$ cat src/rtl/wb_exception_unit.sv
`default_nettype none
// ============================================================================
// Module      : wb_exception_unit
// Description : Writeback-stage register-file port plus exception
//               entry/flush/redirect/return sequencer.
// Revision    : 1.0 - initial release
// ============================================================================
module wb_exception_unit #(
  parameter logic [31:0] EXC_VECTOR   = 32'h0000_2000,
  parameter int unsigned FLUSH_CYCLES = 4
) (
  input  logic        clock,
  input  logic        reset,
  input  logic [31:0] wb_result,
  input  logic [31:0] wb_read_data,
  input  logic [4:0]  wb_rd,
  input  logic        wb_mem_to_reg,
  input  logic        wb_reg_write,
  input  logic        wb_exception,
  input  logic [31:0] wb_faulty_address,
  input  logic [31:0] wb_pc,
  input  logic        iret,
  output logic        rf_we,
  output logic [4:0]  rf_waddr,
  output logic [31:0] rf_wdata,
  output logic        flush,
  output logic        wait_inst,
  output logic        redirect_valid,
  output logic [31:0] redirect_pc,
  output logic [31:0] rm0_epc,
  output logic [31:0] rm1_fault_addr,
  output logic        supervisor,
  output logic        double_fault
);

  localparam logic [2:0] ST_IDLE     = 3'd0;
  localparam logic [2:0] ST_FLUSH    = 3'd1;
  localparam logic [2:0] ST_REDIRECT = 3'd2;
  localparam logic [2:0] ST_HANDLER  = 3'd3;
  localparam logic [2:0] ST_RETURN   = 3'd4;

  // Counter is preloaded with FLUSH_CYCLES-1 so FLUSH lasts exactly FLUSH_CYCLES cycles.
  localparam logic [3:0] CNT_INIT = 4'(FLUSH_CYCLES - 1);

  logic [2:0]  state_q, state_d;
  logic [3:0]  cnt_q, cnt_d;
  logic [31:0] epc_q, epc_d;
  logic [31:0] fault_q, fault_d;
  logic        sup_q, sup_d;
  logic        dfault_q, dfault_d;

  always_comb begin
    state_d  = state_q;
    cnt_d    = cnt_q;
    epc_d    = epc_q;
    fault_d  = fault_q;
    sup_d    = sup_q;
    dfault_d = dfault_q;
    case (state_q)
      ST_IDLE: begin
        if (wb_exception) begin
          epc_d   = wb_pc;
          fault_d = wb_faulty_address;
          cnt_d   = CNT_INIT;
          state_d = ST_FLUSH;
        end
      end
      ST_FLUSH: begin
        if (cnt_q == 4'd0) begin
          state_d = ST_REDIRECT;
        end else begin
          cnt_d = cnt_q - 4'd1;
        end
      end
      ST_REDIRECT: begin
        sup_d   = 1'b1;
        state_d = ST_HANDLER;
      end
      ST_HANDLER: begin
        // A fault inside the handler keeps the original EPC so iret resumes the first fault.
        if (wb_exception) begin
          dfault_d = 1'b1;
          cnt_d    = CNT_INIT;
          state_d  = ST_FLUSH;
        end else if (iret) begin
          state_d = ST_RETURN;
        end
      end
      ST_RETURN: begin
        sup_d   = 1'b0;
        state_d = ST_IDLE;
      end
      default: state_d = ST_IDLE;
    endcase
  end

  always_ff @(posedge clock) begin
    if (reset) begin
      state_q  <= ST_IDLE;
      cnt_q    <= 4'd0;
      epc_q    <= 32'd0;
      fault_q  <= 32'd0;
      sup_q    <= 1'b0;
      dfault_q <= 1'b0;
    end else begin
      state_q  <= state_d;
      cnt_q    <= cnt_d;
      epc_q    <= epc_d;
      fault_q  <= fault_d;
      sup_q    <= sup_d;
      dfault_q <= dfault_d;
    end
  end

  assign rf_we = wb_reg_write && !wb_exception && (wb_rd != 5'd0) &&
                 ((state_q == ST_IDLE) || (state_q == ST_HANDLER));
  assign rf_waddr = wb_rd;
  assign rf_wdata = wb_mem_to_reg ? wb_read_data : wb_result;

  assign flush          = (state_q == ST_FLUSH) || (state_q == ST_RETURN);
  assign wait_inst      = (state_q == ST_FLUSH) || (state_q == ST_REDIRECT);
  assign redirect_valid = (state_q == ST_REDIRECT) || (state_q == ST_RETURN);
  assign redirect_pc    = (state_q == ST_REDIRECT) ? EXC_VECTOR :
                          (state_q == ST_RETURN)   ? epc_q      : 32'd0;

  assign rm0_epc        = epc_q;
  assign rm1_fault_addr = fault_q;
  assign supervisor     = sup_q;
  assign double_fault   = dfault_q;

endmodule
`default_nettype wire
$ cat config.mk
export PLATFORM = sky130hd
export DESIGN_NAME = wb_exception_unit
export DESIGN_NICKNAME = d
export VERILOG_FILES = /design/src/rtl/wb_exception_unit.sv
export SDC_FILE = /design/constraint.sdc
export NUM_CORES = 1
export LEC_CHECK = 0
export CAP_MARGIN = 20
export CORE_AREA = 2 2 108 110
export CTS_CLUSTER_SIZE = 12
export DETAILED_ROUTE_END_ITERATION = 16
export DIE_AREA = 0 0 110 112
export PLACE_DENSITY = 0.83
export SYNTH_ARGS = -nofsm -noshare
export SYNTH_HDL_FRONTEND = slang
export SYNTH_SLANG_ARGS = --single-unit
$ cat constraint.sdc
create_clock -name clock -period 2.66 [get_ports clock]
set_clock_uncertainty 0.2 [all_clocks]
set_input_delay 0.532 -clock clock [delete_from_list [all_inputs] [get_ports clock]]
set_output_delay 0.532 -clock clock [all_outputs]
set_load 0.05 [all_outputs]
==> results.json <==
{
  "grt_antenna_before_repair": 2,
  "io-pin-count": 278,
  "total_power_uw": 4127,
  "post_cts_buffers": 0,
  "crit_fanout": 32,
  "num_vias": 4098,
  "leakagePower_uw": 0.002780,
  "wirelength_microns": 14830,
  "cp_data_required_time_ps": 1930,
  "crit_type": "input port to primary output",
  "critPathSlowestCell": "clkdlybuf4s50_1",
  "core_area_sq_um": 11170,
  "ys_ff_latch": 73,
  "nNetsFinal": 830,
  "netlist_instances": 427,
  "cts_sinks": 73,
  "area_delta_synth_final_pct": 105.3,
  "finalHoldViolCount": 0,
  "hold_buffers": 0,
  "finalCriticalPeriod_ps": 2589,
  "critPathBufInv": 3,
  "reg2regPathDepth": 5,
  "grt_first_pass_wirelength_microns": 22170,
  "dp_hpwl_microns": 11740,
  "synth_area_sq_um": 3395,
  "powerDensity_nw_per_um2": 592.1,
  "yosysWarnings": 0,
  "start_util_pct": 30.38,
  "root_buffer": "clkbuf_16",
  "max-cap-violations": 0,
  "grt_setup_unrepaired": "no",
  "post-route-util_pct": 62.38,
  "row_count": 39,
  "synthTopCellsByArea": "dfxtp_1 43%, nand2_1 14%, a21oi_1 10%, mux2_2 6.3%, and3_1 5.7%",
  "synth_top_family_by_area": "simple AND/OR/NAND/NOR gates",
  "clk_latency_ps": 320,
  "synthMuxAreaShare_pct": 10.62,
  "hold_depth": 2,
  "vdd_ir_drop_max_mv": 0.3603,
  "critPathMaxStageDelay_ps": 530,
  "cts_tree": "yes",
  "grt_max_degree": 39,
  "htree_levels": 3,
  "gp_congestion": 1.057,
  "path_clk_slew_ps": 60,
  "swShare_pct": 37.31,
  "die_w_microns": 110,
  "synth_top_cell_area_share_pct": 43.05,
  "finalSetupTns_ps": 0,
  "area.sequential_sq_um": 1461,
  "synth_xor_area_share_pct": 0.5160,
  "synth_area_per_cell_sq_um": 7.950,
  "seq_area_frac_synth_pct": 43.05,
  "p_seq_share_pct": 31.0,
  "insertedDiodeCount": 0,
  "setup_viol": 0,
  "p_int_uw": 2587,
  "end_kind": "primary output",
  "drt-pass1-iter-count": 4,
  "status": "complete, no violations",
  "dieArea_sq_um": 12320,
  "startpoint_type": "input port",
  "die_h_microns": 112,
  "cts_resized": 0,
  "synth-simple-area-share_pct": 25.36,
  "initialDrtViolationCount": 250,
  "grt_pass1_vias": 4116,
  "crit_family": "buffers and inverters",
  "cp_num_cells": 4,
  "grt-ovfl-total": 0,
  "fillCellCount": 926,
  "synthAdderAreaFrac_pct": 0.3686,
  "clkPwrFrac_pct": 29.4,
  "drv_slew": 0,
  "cts_buffers": 9,
  "synth_compound_area_share_pct": 13.53,
  "cp.arrival_ps": 1860,
  "synth.distinct_cells": 34,
  "whs_ps": 252.1,
  "multi_input_area_sq_um": 1714,
  "clk_path_buf_depth": 2,
  "fmax_mhz": 386.2,
  "tightest_slew_ps": 604.8,
  "comb_power_share_pct": 39.6,
  "holdCritPathClass": "flip-flop to flip-flop",
  "synth_area_leader_cell": "dfxtp_1",
  "crit_chain": "clkdlybuf4s50_1 -> buf_12 -> mux2_1 -> buf_4",
  "slew_headroom_pct": 59.59,
  "vias_per_cell": 4.890,
  "fin_crit_sh_pct": 97.34,
  "track_usage_pct": 23.50,
  "io_buffers": 277,
  "syn_nets": 567,
  "ant_nets": 0,
  "wl_per_cell_microns": 17.69,
  "power.switching_uw": 1540,
  "final_layout_size_suffix_gt1_share_pct": 18.56,
  "drc_errors": 0
}
==> final cells by class <==
class / count / area share, %
timing repair buffer: 291 / 47.39
inverter: 4 / 0.2154
tap: 143 / 2.567
clock buffer: 10 / 3.285
multi-input combinational: 311 / 24.59
clock inverter: 6 / 0.9873
sequential: 73 / 20.97
==> worst paths after layout <==
path                                                       end  slack [ps]                            from
worst max-delay path                               rf_wdata[2]          70                   wb_mem_to_reg
worst min-delay path            rm1_fault_addr[1]$_SDFFE_PP0P_         250  rm1_fault_addr[1]$_SDFFE_PP0P_
worst max register to register           cnt_q[0]$_SDFFE_PP0P_         840           cnt_q[0]$_SDFFE_PP0P_
worst min register to register  rm1_fault_addr[1]$_SDFFE_PP0P_         250  rm1_fault_addr[1]$_SDFFE_PP0P_
==> Yosys cell counts (all sizes together) <==
cell type,count
nor2,13
ha,1
xnor2,2
inv,4
or3b,1
o31a,1
o21a,1
o21bai,1
nand3,1
nor3,3
mux2,32
o21ai,6
o22ai,1
o2bb2ai,1
nand3b,1
nand2,130
buf,23
clkbuf,16
nor4b,1
nor2b,3
a21oi,70
and3,31
nor3b,2
dfxtp,73
a211oi,2
nor4bb,1
and2,1
a31oi,1
nand2b,4
==> metrics by stage <==
step	std cells	cell area, sq um	setup WS (ps)
2_1_floorplan	427	3395	268.5
3_3_place_gp	822	6673	138.8
3_5_place_dp	822	6673	78.31
4_1_cts	838	6970	74.69
5_1_grt	838	6970	42.07
6_report	838	6970	70.83
==> power groups by stage <==
| stage | logic [uW] | registers, uW | clock network (uW) |
|---|---|---|---|
| after detailed placement | 1630 | 1300 | 0 |
| final | 1630 | 1280 | 1210 |
| after CTS | 1640 | 1280 | 1240 |
| after global placement | 1600 | 1300 | 0 |
| after floorplan | 628 | 1610 | 0 |
| after global routing | 1720 | 1290 | 1290 |
==> flip-flops by register name (all words and copies together), names as in the netlist <==
name / cells
rm1_fault_addr: 32
double_fault: 1
cnt_q: 4
rm0_epc: 32
state_q: 3
supervisor: 1
==> cell usage in the layout (no fill, tap or decap), types with 2 or more instances in the layout <==
| cell type | instances |
|---|---|
| buf_12 | 49 |
| o21ai_1 | 3 |
| a21oi_1 | 70 |
| mux2_1 | 13 |
| nor2_2 | 2 |
| a211oi_1 | 2 |
| xnor2_1 | 2 |
| nand2_1 | 129 |
| nand2b_1 | 4 |
| mux2_2 | 19 |
| nor2b_1 | 2 |
| clkinv_4 | 3 |
| and3_1 | 31 |
| o21ai_0 | 3 |
| nor3b_1 | 2 |
| clkdlybuf4s50_1 | 203 |
| dfxtp_1 | 73 |
| clkbuf_16 | 9 |
| nor3_1 | 3 |
| buf_4 | 38 |
| nor2_1 | 11 |
| inv_1 | 4 |
==> cells by family (layout without fill, tap and decap cells) <==
logic type | after synthesis | count (layout)
AO/OA/AOI/OAI | 84 | 84
flip-flops | 73 | 73
buffers and inverters | 43 | 311
adder cells (fa/ha/maj) | 1 | 1
multiplexers | 32 | 32
XOR/XNOR | 2 | 2
AND/OR/NAND/NOR | 192 | 192
==> metal layers <==
metal	vias up	part of all wire [%]	global-route usage, %
met5	-	0	0
met4	0	2.2	6.667
met3	22	9.9	6.206
met2	167	49	39.02
met1	1969	39	29.68
li1	1940	-	-
==> tightest hold or removal path, stage by stage, from the launching register on <==
cell and delay (ps):
dfxtp_1 310, nand2_1 50, a21oi_1 50
No activity file was read; power rests on OpenSTA's default activity.
